[config.mk]
export PLATFORM = sky130hd
export DESIGN_NAME = bit_field_packer
export DESIGN_NICKNAME = d
export VERILOG_FILES = /design/src/rtl/bit_field_packer_pkg.sv /design/src/rtl/bit_field_packer_field_insert.sv /design/src/rtl/bit_field_packer.sv
export SDC_FILE = /design/constraint.sdc
export NUM_CORES = 1
export LEC_CHECK = 0
export CELL_PAD_IN_SITES_DETAIL_PLACEMENT = 1
export CELL_PAD_IN_SITES_GLOBAL_PLACEMENT = 1
export CORE_ASPECT_RATIO = 1.25
export CORE_UTILIZATION = 42
export CTS_BUF_LIST = sky130_fd_sc_hd__clkbuf_8 sky130_fd_sc_hd__clkbuf_16
export DETAILED_ROUTE_END_ITERATION = 12
export GPL_TIMING_DRIVEN = 0
export MAX_ROUTING_LAYER = met4
export PLACE_DENSITY_LB_ADDON = 0.08
export SLEW_MARGIN = 10
export SYNTH_ARGS = -nofsm -noshare
export SYNTH_HDL_FRONTEND = slang
export SYNTH_SLANG_ARGS = --single-unit
[constraint.sdc]
create_clock -name clk -period 4.6 [get_ports clk]
set_clock_uncertainty 0.2 [all_clocks]
set_input_delay 0.92 -clock clk [delete_from_list [all_inputs] [get_ports clk]]
set_output_delay 0.92 -clock clk [all_outputs]
set_load 0.005 [all_outputs]
[src/rtl/bit_field_packer_pkg.sv]
// Shared types and helpers for the bit-field packer: FSM state encoding,
// default widths and the field-length clamp.
package bit_field_packer_pkg;

    localparam int DEF_WORD_W  = 32;
    localparam int DEF_FIELD_W = 8;

    typedef enum logic {
        RUN   = 1'b0,
        FLUSH = 1'b1
    } packer_state_e;

    // Lengths beyond the field width are treated as a full-width field.
    function automatic int unsigned eff_len(input int unsigned len, input int unsigned field_w);
        return (len > field_w) ? field_w : len;
    endfunction

endpackage

[src/rtl/bit_field_packer_field_insert.sv]
// Combinational variable-offset insertion of one masked field into the
// accumulator; yields the candidate word, the spill-over bits and the new fill.
module bit_field_packer_field_insert #(
    parameter int WORD_W  = 32,
    parameter int FIELD_W = 8,
    parameter int LEN_W   = $clog2(FIELD_W + 1),
    parameter int PTR_W   = $clog2(WORD_W)
) (
    input  logic [WORD_W-1:0]  acc,
    input  logic [PTR_W-1:0]   fill,
    input  logic [FIELD_W-1:0] field,
    input  logic [LEN_W-1:0]   len,
    output logic [WORD_W-1:0]  word,
    output logic [FIELD_W-1:0] carry,
    output logic [PTR_W:0]     total,
    output logic [PTR_W-1:0]   next_fill,
    output logic               overflow
);

    logic [WORD_W+FIELD_W-1:0] wide_acc;
    logic [WORD_W+FIELD_W-1:0] wide_field;
    logic [WORD_W+FIELD_W-1:0] merged;

    assign wide_acc   = {{FIELD_W{1'b0}}, acc};
    assign wide_field = {{WORD_W{1'b0}}, field};
    assign merged     = wide_acc | (wide_field << fill);

    assign word  = merged[WORD_W-1:0];
    assign carry = merged[WORD_W +: FIELD_W];

    // WORD_W is a power of two, so the top bit of the sum is the word-complete flag.
    assign total     = {1'b0, fill} + (PTR_W + 1)'(len);
    assign overflow  = total[PTR_W];
    assign next_fill = total[PTR_W-1:0];

endmodule

[src/rtl/bit_field_packer.sv]
// Packs variable-width fields LSB-first into fixed-width words with
// valid/ready on both sides and an end-of-packet flush of the partial word.
module bit_field_packer
    import bit_field_packer_pkg::*;
#(
    parameter  int WORD_W  = DEF_WORD_W,
    parameter  int FIELD_W = DEF_FIELD_W,
    localparam int LEN_W   = $clog2(FIELD_W + 1),
    localparam int BITS_W  = $clog2(WORD_W + 1),
    localparam int PTR_W   = $clog2(WORD_W)
) (
    input  logic               clk,
    input  logic               rst,
    input  logic               in_valid,
    output logic               in_ready,
    input  logic [FIELD_W-1:0] in_data,
    input  logic [LEN_W-1:0]   in_len,
    input  logic               in_last,
    output logic               out_valid,
    input  logic               out_ready,
    output logic [WORD_W-1:0]  out_data,
    output logic [BITS_W-1:0]  out_bits,
    output logic               out_last
);

    packer_state_e      state, state_n;
    logic [WORD_W-1:0]  acc, acc_n;
    logic [PTR_W-1:0]   fill, fill_n;
    logic               valid_n, last_n;
    logic [WORD_W-1:0]  data_n;
    logic [BITS_W-1:0]  bits_n;

    logic [LEN_W-1:0]   len_eff;
    logic [FIELD_W-1:0] field;
    logic [WORD_W-1:0]  ins_word;
    logic [FIELD_W-1:0] ins_carry;
    logic [PTR_W:0]     ins_total;
    logic [PTR_W-1:0]   ins_next_fill;
    logic               ins_overflow;
    logic               out_free;
    logic               accept;

    assign len_eff = LEN_W'(eff_len(32'(in_len), FIELD_W));
    assign field   = in_data & ~({FIELD_W{1'b1}} << len_eff);

    bit_field_packer_field_insert #(
        .WORD_W (WORD_W),
        .FIELD_W(FIELD_W),
        .LEN_W  (LEN_W),
        .PTR_W  (PTR_W)
    ) u_insert (
        .acc      (acc),
        .fill     (fill),
        .field    (field),
        .len      (len_eff),
        .word     (ins_word),
        .carry    (ins_carry),
        .total    (ins_total),
        .next_fill(ins_next_fill),
        .overflow (ins_overflow)
    );

    // Input stalls whenever the output slot is occupied and not draining,
    // even if this beat would not complete a word.
    assign out_free = !out_valid || out_ready;
    assign in_ready = (state == RUN) && out_free;
    assign accept   = in_valid && in_ready;

    always_comb begin
        state_n = state;
        acc_n   = acc;
        fill_n  = fill;
        valid_n = out_valid && !out_ready;
        data_n  = out_data;
        bits_n  = out_bits;
        last_n  = out_last;

        unique case (state)
            RUN: begin
                if (accept) begin
                    if (!ins_overflow) begin
                        acc_n  = ins_word;
                        fill_n = ins_next_fill;
                        if (in_last && (ins_total != '0)) begin
                            valid_n = 1'b1;
                            data_n  = ins_word;
                            bits_n  = BITS_W'(ins_total);
                            last_n  = 1'b1;
                            acc_n   = '0;
                            fill_n  = '0;
                        end
                    end else begin
                        valid_n = 1'b1;
                        data_n  = ins_word;
                        bits_n  = BITS_W'(WORD_W);
                        last_n  = in_last && (ins_next_fill == '0);
                        acc_n   = {{(WORD_W - FIELD_W){1'b0}}, ins_carry};
                        fill_n  = ins_next_fill;
                        if (in_last && (ins_next_fill != '0)) begin
                            state_n = FLUSH;
                        end
                    end
                end
            end
            FLUSH: begin
                if (out_free) begin
                    valid_n = 1'b1;
                    data_n  = acc;
                    bits_n  = BITS_W'({1'b0, fill});
                    last_n  = 1'b1;
                    acc_n   = '0;
                    fill_n  = '0;
                    state_n = RUN;
                end
            end
            default: state_n = RUN;
        endcase
    end

    always_ff @(posedge clk) begin
        if (rst) begin
            state     <= RUN;
            acc       <= '0;
            fill      <= '0;
            out_valid <= 1'b0;
            out_data  <= '0;
            out_bits  <= '0;
            out_last  <= 1'b0;
        end else begin
            state     <= state_n;
            acc       <= acc_n;
            fill      <= fill_n;
            out_valid <= valid_n;
            out_data  <= data_n;
            out_bits  <= bits_n;
            out_last  <= last_n;
        end
    end

endmodule
==> run metrics, run 1 <==
Slew @ Worst Pin 1.03 ns; violated checks design-rule violations; DP HPWL 14.5 mm; critical path peak fanout 10; Period minus WS final 4.41 ns; Req. time, crit path 4.68 ns; Clock Latency Late Sink 0.35 ns; WL/cell 23.5 um; CP startpoint in_len[0]; Worst Path Buf+Inv 2; Synth Area in XOR/XNOR 0.698%; worst min path class register to register; Port Buffers 56; mux cell area share after synthesis 1.76%; Max-cap violations 0; DRT iter0 DRCs 439; FF-to-FF path depth 12; RePlAce Congestion 0.918; final-report hold violation count 0; Synth Area in Compound Gates 37.1%; largest net degree at the start of global routing 16; Sequential Area 1560 um^2; WS Path Type primary input to register; crit end category register; final net count 682; vias per inst 6.44; Overall Global Routing Usage 33.1%; clock sink count 78; die width 98.0 um; cell count along the critical path 11; Slowest-stage cell, CP clkdlybuf4s50_1; std cell rows 43; Clock transition at path regs 0.07 ns; die height 122 um; Top Ports 58; CORE AREA 11,100 um^2; setup violators final 0; Longest Clk Path Bufs 2; Primary FF master, synth dfxtp_1; post-synthesis adder-cell area fraction 1.19%; Post-synth EDFFs 0; syn_nets 615; Power, Total 1950 uW; Synthesis Warnings 0; Non-Filler Instances 801; DRC 3; syn avg cell area 8.15 um^2; Fmax 227 MHz; # Post-CTS Setup Buffers 0; Fillers 1,365; H-Tree Depth 3; Slew Limit Fails 0; Seq/Total Area, Yosys 32.3%; synthesized cell area 4840 um^2; area of the multi-input gates 2880 um^2; area delta synth->final 22.0%; cells after synthesis 594; CP max stage delay 0.68 ns; initial core utilization 43.5%; Synth async-reset ratio 0%; Slew headroom 31.4%; ANT cells 0; first-pass GRT wire length 29.2 mm; final wirelength 18.8 mm; setup TNS 0 ns; Die ar. 12,000 um^2; CTS root buf clkbuf_16; worst r2r src fill[0]; worst hold path depth 2; critical-path cell list clkdlybuf4s50_1 > nor2b_2 > nand2_1 > fa_1 > nand2b_1 > o2bb2ai_1 > xnor2_2 > a21oi_4 > o21ai_2 > buf_2 > mux2i_1; Vias 5,160; Yosys top cell area share 32.3%; initial antenna violation count 0; Critical Path AT 4.49 ns; TritonRoute pass-1 iters 9; largest family of logic cells by synthesized area compound AO/OA/AOI/OAI gates; VDD IR-drop max 0.154 mV; number of global-route vias before repair 5,205; dpl cells 785; status complete, but fails checks; dominant cells by area after synthesis dfxtp_1, a211oi_1, nor2_1; post-synthesis simple-gate area fraction 18.6%; Pwr Density 330 nW/um^2; hold_buf cts 0; worst hold path startpoint out_bits[2]; post-synth top area cell dfxtp_1; fraction of layout cells with a size suffix above 1 10.8%; delay-heaviest family, CP buffers and inverters; synthesis-stage register bit count 78; Resized Gates After CTS 0; Lkg Pwr 0.00216 uW; RSZ-0062 raised after global routing false; post-route ant nets 0; TritonCTS Buffers 9; total congestion overflow 0; Tcrit/Tclk final 95.8%; crit start category primary input; CTS tree done; Synth cell types 86
-- state kept, by name, summed over array words and instances, names as in the netlist --
register / flops
state: 1
out_valid: 1
out_bits: 6
acc: 32
fill: 5
out_data: 32
out_last: 1
-- report_power, final --
part	switching (uW)	internal, uW
Clock	322	484
Sequential	21.6	710
Combinational	246	167
-- worst register-to-register path, delay by kind of cell (launching register included) --
kind	cells	cell delay, ns
mux	1	0.22
simple gates	2	0.25
flops	1	0.30
buf+inv	4	0.97
xor+xnor	1	0.41
fa+ha+maj	1	0.43
compound gates	3	0.92
-- cell families after synthesis --
kind of cell / count (synthesis)
fa+ha+maj: 4
buf+inv: 89
mux: 7
xor+xnor: 3
simple gates: 183
compound gates: 230
flops: 78
-- layout make-up --
class	instances	area share, %
clock buffer	9	3.81
multi-input combinational	427	48.8
inverter	40	2.54
clock inverter	7	1.78
buffer	49	4.30
tap	135	2.86
sequential	78	26.4
timing repair buffer	56	9.49
-- metal layers --
metal | up-vias | track usage, % | wire length (um) | part of all wire (%)
met2 | 195 | 55.4 | 9210 | 49
met4 | 0 | 19.8 | 977 | 5.2
met1 | 2522 | 37.0 | 7590 | 40
met5 | - | - | 0 | 0
li1 | 2374 | - | - | -
met3 | 69 | 6.08 | 1060 | 5.6
-- per-stage QoR --
step,setup slack (ns),util (%),hold slack [ns],area [um^2]
floorplan,1.09,-,0.237,4840
global placement,0.0251,50.0,0.244,5570
detailed placement,-0.161,50.1,0.250,5580
CTS,0.217,53.0,0.261,5910
global route,0.0272,53.0,0.274,5910
finish,0.193,53.0,0.254,5910
-- worst paths after layout --
| kind | to | slack (ns) |
|---|---|---|
| worst max-delay path | out_data[17] | 0.19 |
| worst min-delay path | out_bits[2] | 0.25 |
| worst max register to register | out_data[17] | 0.82 |
| worst min register to register | out_bits[2] | 0.25 |
-- cell usage after synthesis (all sizes together) (3+ instances only) --
| master | instances |
|---|---|
| a32o | 6 |
| clkbuf | 25 |
| o221ai | 11 |
| o21ai | 19 |
| dfxtp | 78 |
| nor3b | 4 |
| buf | 24 |
| nor3 | 10 |
| mux2i | 5 |
| and3 | 4 |
| nor2 | 59 |
| o22ai | 6 |
| o211ai | 7 |
| a21o | 4 |
| nor4 | 4 |
| a211o | 5 |
| o21a | 4 |
| a21oi | 41 |
| a211oi | 46 |
| o32ai | 6 |
| a221oi | 12 |
| a22oi | 4 |
| nand3 | 11 |
| or2 | 3 |
| o31ai | 5 |
| o211a | 8 |
| nor2b | 11 |
| a221o | 8 |
| or3 | 4 |
| nand2b | 5 |
| o2bb2ai | 3 |
| a31oi | 14 |
| inv | 39 |
| a22o | 7 |
| nand2 | 54 |
| a32oi | 3 |
| ha | 3 |
-- cells in the final DEF (no fill, tap or decap), types with 4 or more instances in the layout --
| cell type | count |
|---|---|
| nor3b_1 | 4 |
| a211oi_2 | 4 |
| a21oi_1 | 37 |
| buf_6 | 6 |
| and3_1 | 4 |
| o31ai_1 | 4 |
| a221o_1 | 8 |
| dfxtp_1 | 78 |
| nand3_1 | 10 |
| clkbuf_1 | 24 |
| o21ai_1 | 4 |
| a31oi_1 | 13 |
| clkbuf_16 | 9 |
| o211a_1 | 8 |
| o21a_1 | 4 |
| o211ai_1 | 7 |
| a211o_1 | 5 |
| a21o_1 | 4 |
| mux2i_1 | 4 |
| inv_1 | 38 |
| a22oi_1 | 4 |
| o21ai_0 | 14 |
| clkdlybuf4s50_1 | 56 |
| o32ai_1 | 4 |
| o22ai_1 | 6 |
| a32o_1 | 5 |
| nor3_1 | 10 |
| nand2_1 | 54 |
| a22o_1 | 7 |
| buf_2 | 13 |
| nand2b_1 | 5 |
| a211oi_1 | 42 |
| a221oi_1 | 10 |
| nor2_1 | 59 |
| or3_1 | 4 |
| nor2b_1 | 10 |
| o221ai_1 | 10 |
Note: power is estimated with default switching activity, not from simulation.
==> inputs of run 2 (changes only) <==
--- a/config.mk
+++ b/config.mk
@@ -18,3 +18,4 @@
 export SYNTH_ARGS = -nofsm -noshare
 export SYNTH_HDL_FRONTEND = slang
 export SYNTH_SLANG_ARGS = --single-unit
+export TNS_END_PERCENT = 20
==> results of run 2 <==
The final DEF is identical to that of run 1; final timing and power are the same.
